## src/rtl/p2s_pkg.sv

```systemverilog
`default_nettype none
// ============================================================================
//  Module      : p2s_pkg
//  Description : Shared constants, state encoding and the header-escape
//                helper for the p2s_tx serial frame transmitter.
//  Revision    : 1.0 - initial release
// ============================================================================
package p2s_pkg;

  localparam int DW     = 14;
  localparam int NUM_CH = 4;

  // Header opens every frame; data equal to it would alias a frame start.
  localparam logic [DW-1:0] HDR_WORD = 14'h0FFF;
  // Substitute value sent in place of a data word that equals the header.
  localparam logic [DW-1:0] ESC_WORD = 14'h0FFE;

  typedef enum logic [1:0] {
    IDLE  = 2'd0,
    SHIFT = 2'd1,
    GAP   = 2'd2,
    DONE  = 2'd3
  } state_t;

  // Replace a header-valued data word with the escape word.
  function automatic logic [DW-1:0] escape_word(input logic [DW-1:0] w);
    return (w == HDR_WORD) ? ESC_WORD : w;
  endfunction

endpackage
`default_nettype wire

```

## src/rtl/p2s_bitclk.sv

```systemverilog
`default_nettype none
// ============================================================================
//  Module      : p2s_bitclk
//  Description : Bit-period prescaler. Each bit lasts 2*CLK_DIV cycles:
//                sck low for CLK_DIV cycles, then high for CLK_DIV cycles.
//                bit_start_o marks the first cycle of a bit, bit_end_o the
//                last. Counter is held at zero whenever en_i is low.
//  Revision    : 1.0 - initial release
// ============================================================================
module p2s_bitclk #(
  parameter int CLK_DIV = 4
) (
  input  logic clk,
  input  logic rst,
  input  logic en_i,
  output logic sck_o,
  output logic bit_start_o,
  output logic bit_end_o
);

  localparam int            CW   = $clog2(2 * CLK_DIV + 1);
  localparam logic [CW-1:0] LAST = CW'(2 * CLK_DIV - 1);
  localparam logic [CW-1:0] HALF = CW'(CLK_DIV);

  logic [CW-1:0] cnt_q;
  logic [CW-1:0] cnt_d;

  // Advance the phase counter while enabled, wrap at the end of each bit.
  always_comb begin
    cnt_d = cnt_q;
    if (!en_i) begin
      cnt_d = '0;
    end else if (cnt_q == LAST) begin
      cnt_d = '0;
    end else begin
      cnt_d = cnt_q + 1'b1;
    end
  end

  // Phase counter register.
  always_ff @(posedge clk) begin
    if (rst) begin
      cnt_q <= '0;
    end else begin
      cnt_q <= cnt_d;
    end
  end

  assign sck_o       = en_i && (cnt_q >= HALF);
  assign bit_start_o = en_i && (cnt_q == '0);
  assign bit_end_o   = en_i && (cnt_q == LAST);

endmodule
`default_nettype wire

```

## src/rtl/p2s_tx.sv

```systemverilog
`default_nettype none
// ============================================================================
//  Module      : p2s_tx
//  Description : Parallel-to-serial frame transmitter. On start, snapshots
//                four 14-bit channel samples and sends a frame of five words
//                (header 14'h0FFF, then ch1..ch4), MSB first, each word in
//                its own cs-low window followed by CS_GAP idle cycles.
//                Optional feature macro: P2S_ESCAPE_EN - data words equal to
//                the header are sent as 14'h0FFE and counted in clamp_cnt.
//  Revision    : 1.0 - initial release
// ============================================================================
module p2s_tx
  import p2s_pkg::*;
#(
  parameter int CLK_DIV = 4,
  parameter int CS_GAP  = 8
) (
  input  logic          clk,
  input  logic          rst,
  input  logic          start,
  input  logic [DW-1:0] ch1,
  input  logic [DW-1:0] ch2,
  input  logic [DW-1:0] ch3,
  input  logic [DW-1:0] ch4,
  output logic          busy,
  output logic          done,
  output logic          mosi,
  output logic          sck,
  output logic          cs,
  output logic [7:0]    clamp_cnt
);

  localparam int            GW       = $clog2(CS_GAP + 1);
  localparam logic [GW-1:0] GAP_LAST = GW'(CS_GAP - 1);
  localparam logic [3:0]    NUM_BITS = 4'(DW);
  localparam logic [2:0]    LAST_IDX = 3'(NUM_CH);

  state_t                      state_q, state_d;
  logic [DW-1:0]               shreg_q, shreg_d;
  logic [3:0]                  bit_q, bit_d;     // bits started in this word
  logic [2:0]                  idx_q, idx_d;     // 0 = header, 1..4 = channel
  logic [GW-1:0]               gap_q, gap_d;
  logic [NUM_CH-1:0][DW-1:0]   shadow_q, shadow_d;

  logic                        w_shift_en;
  logic                        w_sck;
  logic                        w_bit_start;
  logic                        w_bit_end;
  logic [DW-1:0]               w_next_raw;

`ifdef P2S_ESCAPE_EN
  logic                        clamp_flag_q, clamp_flag_d;
  logic [7:0]                  clamp_cnt_q, clamp_cnt_d;
`endif

  assign w_shift_en = (state_q == SHIFT);
  // Shadow slot for the word that follows index idx_q (channel idx_q+1).
  assign w_next_raw = shadow_q[idx_q[1:0]];

  p2s_bitclk #(
    .CLK_DIV (CLK_DIV)
  ) u_bitclk (
    .clk         (clk),
    .rst         (rst),
    .en_i        (w_shift_en),
    .sck_o       (w_sck),
    .bit_start_o (w_bit_start),
    .bit_end_o   (w_bit_end)
  );

  // Next-state logic for the frame FSM and its datapath.
  always_comb begin
    state_d  = state_q;
    shreg_d  = shreg_q;
    bit_d    = bit_q;
    idx_d    = idx_q;
    gap_d    = gap_q;
    shadow_d = shadow_q;
`ifdef P2S_ESCAPE_EN
    clamp_flag_d = clamp_flag_q;
    clamp_cnt_d  = clamp_cnt_q;
`endif
    unique case (state_q)
      IDLE: begin
        if (start) begin
          shadow_d = {ch4, ch3, ch2, ch1};
          shreg_d  = HDR_WORD;
          bit_d    = '0;
          idx_d    = '0;
          state_d  = SHIFT;
`ifdef P2S_ESCAPE_EN
          clamp_flag_d = 1'b0;
`endif
        end
      end
      SHIFT: begin
        if (w_bit_start) begin
          bit_d = bit_q + 4'd1;
        end
        if (w_bit_end) begin
          if (bit_q == NUM_BITS) begin
            // Last bit done: cs rises on the next cycle.
            gap_d   = '0;
            state_d = GAP;
`ifdef P2S_ESCAPE_EN
            if (clamp_flag_q && (clamp_cnt_q != 8'hFF)) begin
              clamp_cnt_d = clamp_cnt_q + 8'd1;
            end
`endif
          end else begin
            // New bit is presented while sck is low.
            shreg_d = {shreg_q[DW-2:0], 1'b0};
          end
        end
      end
      GAP: begin
        if (gap_q == GAP_LAST) begin
          if (idx_q == LAST_IDX) begin
            state_d = DONE;
          end else begin
            idx_d   = idx_q + 3'd1;
            bit_d   = '0;
            state_d = SHIFT;
`ifdef P2S_ESCAPE_EN
            shreg_d      = escape_word(w_next_raw);
            clamp_flag_d = (w_next_raw == HDR_WORD);
`else
            shreg_d      = w_next_raw;
`endif
          end
        end else begin
          gap_d = gap_q + 1'b1;
        end
      end
      DONE: begin
        state_d = IDLE;
      end
      default: begin
        state_d = IDLE;
      end
    endcase
  end

  // State and datapath registers.
  always_ff @(posedge clk) begin
    if (rst) begin
      state_q  <= IDLE;
      shreg_q  <= '0;
      bit_q    <= '0;
      idx_q    <= '0;
      gap_q    <= '0;
      shadow_q <= '0;
    end else begin
      state_q  <= state_d;
      shreg_q  <= shreg_d;
      bit_q    <= bit_d;
      idx_q    <= idx_d;
      gap_q    <= gap_d;
      shadow_q <= shadow_d;
    end
  end

`ifdef P2S_ESCAPE_EN
  // Escape bookkeeping: per-word clamp flag and saturating clamp counter.
  always_ff @(posedge clk) begin
    if (rst) begin
      clamp_flag_q <= 1'b0;
      clamp_cnt_q  <= '0;
    end else begin
      clamp_flag_q <= clamp_flag_d;
      clamp_cnt_q  <= clamp_cnt_d;
    end
  end
  assign clamp_cnt = clamp_cnt_q;
`else
  assign clamp_cnt = '0;
`endif

  assign busy = (state_q == SHIFT) || (state_q == GAP);
  assign done = (state_q == DONE);
  assign cs   = (state_q != SHIFT);
  assign sck  = w_sck;
  assign mosi = w_shift_en && shreg_q[DW-1];

endmodule
`default_nettype wire

```

## config.mk

```make
export PLATFORM = sky130hd
export DESIGN_NAME = p2s_tx
export DESIGN_NICKNAME = d
export VERILOG_FILES = /design/src/rtl/p2s_pkg.sv /design/src/rtl/p2s_bitclk.sv /design/src/rtl/p2s_tx.sv
export SDC_FILE = /design/constraint.sdc
export NUM_CORES = 1
export LEC_CHECK = 0
export ABC_AREA = 0
export CORE_UTILIZATION = 50
export DETAILED_ROUTE_END_ITERATION = 10
export HOLD_SLACK_MARGIN = 0.05
export PLACE_DENSITY = 0.76
export SYNTH_ARGS = -nofsm -noshare
export SYNTH_HDL_FRONTEND = slang
export SYNTH_SLANG_ARGS = --single-unit
```

## constraint.sdc

```tcl
create_clock -name clk -period 4.75 [get_ports clk]
set_clock_uncertainty 0.15 [all_clocks]
set_input_delay 0.7125 -clock clk [delete_from_list [all_inputs] [get_ports clk]]
set_output_delay 0.7125 -clock clk [all_outputs]
set_load 0.005 [all_outputs]
```

==> out/summary.txt <==
status: finished clean
initial antenna violation count: 0
CTS clock-pin slew for the worst setup and hold paths: 0.09 ns
via/cell ratio: 5.38
DRC: 0
area grow syn2layout: 17.2%
commonest cells in the netlist: 140 x nand2_1, 94 x a21oi_1, 87 x dfxtp_1
crit path DAT: 2.29 ns
Final setup viols: 0
Crit path buffers/inverters: 1
Final TNS setup: 0 ns
critical path class: reg2out
IO Port Bufs: 63
crit path time final: 3.15 ns
largest net degree at the start of global routing: 58
total I/O pin count: 72
Placed Instance Area: 4750 um2
total track usage: 21.8%
post-synth top area share: 41.4%
Tcrit/Tclk final: 66.4%
Cells after Synth: 491
CTS tree: yes
ant diodes: 0
EDFF count, synth: 0
GRT Residual Overflow: 0
ys flop type: dfxtp_1
Nets: 602
vias in the first global route: 3,236
CTS sink count: 87
hpwl dp: 6.17 mm
die height: 93.7 um
footprint of the multi-input gates: 2180 um2
register area: 1740 um2
H-tree depth: 3
YS warnings: 0
Peak VDD IR: 0.253 mV
Max Clk Rate: 0.317 GHz
Critical Path Start Type: flip-flop
total clock buffers created by CTS: 9
GP Congestion: 0.782
worst min path class: reg2reg
slowest stage cell, crit path: ha_1
Tot Pwr: 0.00239 W
Worst path top cell family by delay: adder cells
routed length on met2: 4.30 mm
slowest stage delay, CP: 0.73 ns
clock latency on the worst-skew pair: 0.37 ns
P_int: 0.00145 W
Synth Register Bits: 87
Initial Util: 51.5%
Hold Buf Count CTS: 0
Max Fanout on Critical Path: 21
r2r setup slk: 1.69 ns
Top Layer Used: met4
Initial DRT Pass Iterations: 4
Sw Share: 39.4%
Netlist Area Pre-Place: 4210 um2
fillers: 729
post-route cell area: 4930 um2
Post-CTS Resized: 0
Sequential Power Share: 40.6%
max_slew headroom: 34.8%
RSZ-0062 raised after global routing: no
pwr dens: 485 nW/um2
largest cells by area after synthesis: dfxtp_1 41%, nand2_1 12%, a21oi_1 11%
max-cap viol count: 0
WL per Instance: 14.1 um
Switch Pwr: 0.000942 W
Comb power frac: 39.0%
Async S/R FF share, synth: 0%
CTS root buf: clkbuf_8
Placement Rows: 33
synthesized area per cell: 8.57 um2
leakage power: 1.82 nW
most frequent cell after synthesis: nand2_1
final hold violations: 0
Post-Route WL: 9.00 mm
register area share after synthesis: 41.4%
max-slew violations: 0
setup bufs post-CTS: 0
Core ar.: 8180 um2
worst endpoint required time: 3.89 ns
clk buf depth: 2
Die Width: 93.7 um
Synth cell types: 52
Least-Margin Pin Slew: 0.978 ns
met3 wire length: 383 um
Initial DRC Count: 182
share of cells above drive strength 1: 9.91%
Synth area leader: dfxtp_1
first-pass GRT wire length: 15.0 mm
routed vias: 3,446
M1 WL: 4.17 mm
total die area: 8790 um2
Setup crit end kind: output port
clock power share: 20.4%
post-route ant nets: 0
critical-path cell list: ha_1 -> and2_1 -> clkdlybuf4s50_1
-- cells by family (layout without fill, tap and decap cells) --
group,after synthesis,in the layout,share of synthesized area [%]
other,1,8,0.0891
and+or+nand+nor,177,177,18.3
AOI/OAI and AO/OA,135,135,20.5
muxes,18,18,7.85
DFF,87,87,41.4
adders and majority gates,13,13,3.87
xor gates and xnor gates,2,2,0.416
buffers and inverters,58,95,7.52
-- worst paths after layout --
kind                 from  cells past startpoint           end
min          shadow_q[11]                      2  shadow_q[11]
max            state_q[0]                      3          mosi
min reg2reg  shadow_q[11]                      2  shadow_q[11]
max reg2reg    state_q[0]                      7    shreg_q[0]
-- worst reg2reg max path, stage by stage (launching register included) --
cell	delay, ns
dfxtp_1	0.47
inv_1	0.11
ha_1	0.55
and3_4	0.37
a211oi_4	0.21
buf_4	0.29
and2_1	0.61
a211oi_1	0.17
-- power by group through the flow --
stage                     Combinational, W  Clock [W]  Sequential [W]
after global routing               0.00104   0.000526        0.000987
after CTS                         0.000937   0.000499        0.000969
after detailed placement          0.000934          0        0.000986
after global placement            0.000905          0        0.000976
after floorplan                   0.000784          0        0.000958
final                             0.000934   0.000489        0.000971
-- registers in the layout (all words and copies together), names as in the netlist --
register and flops:
bit_q 4, gap_q 4, idx_q 3, shadow_q 56
shreg_q 14, state_q 2, u_bitclk.cnt_q 4
-- per-layer routing --
metal	vias up	track usage, %
li1	1746	-
met1	1605	27.7
met2	81	36.2
met3	14	5.02
met4	0	7.82
met5	-	0
-- cell type report --
class	count	area share (%)
Inverter	12	0.913
Timing Repair Buffer	67	13.3
Clock buffer	10	2.59
Sequential cell	87	35.3
Clock inverter	6	1.12
Multi-Input combinational cell	353	44.1
Tap cell	105	2.66
-- per-stage QoR --
| step | util [%] | cells | hold slack, ns | setup WS (ns) |
|---|---|---|---|---|
| 2_1_floorplan | - | 498 | 0.283 | 2.62 |
| 3_3_place_gp | 58.1 | 624 | 0.289 | 1.88 |
| 3_5_place_dp | 58.1 | 624 | 0.297 | 1.75 |
| 4_1_cts | 60.3 | 640 | 0.310 | 1.58 |
| 5_1_grt | 60.3 | 640 | 0.325 | 1.47 |
| 6_report | 60.3 | 640 | 0.308 | 1.60 |
-- placed cells by master (no fill, tap or decap), types with 6 or more instances in the layout --
master / n
nand2_1: 140
a21oi_1: 94
dfxtp_1: 87
clkdlybuf4s50_1: 62
ha_1: 13
inv_1: 12
mux4_2: 12
a211oi_2: 10
clkbuf_8: 9
o21ai_0: 8
conb_1: 8
nand3_1: 7
mux2i_1: 6
(Power assumes the default switching activity.)
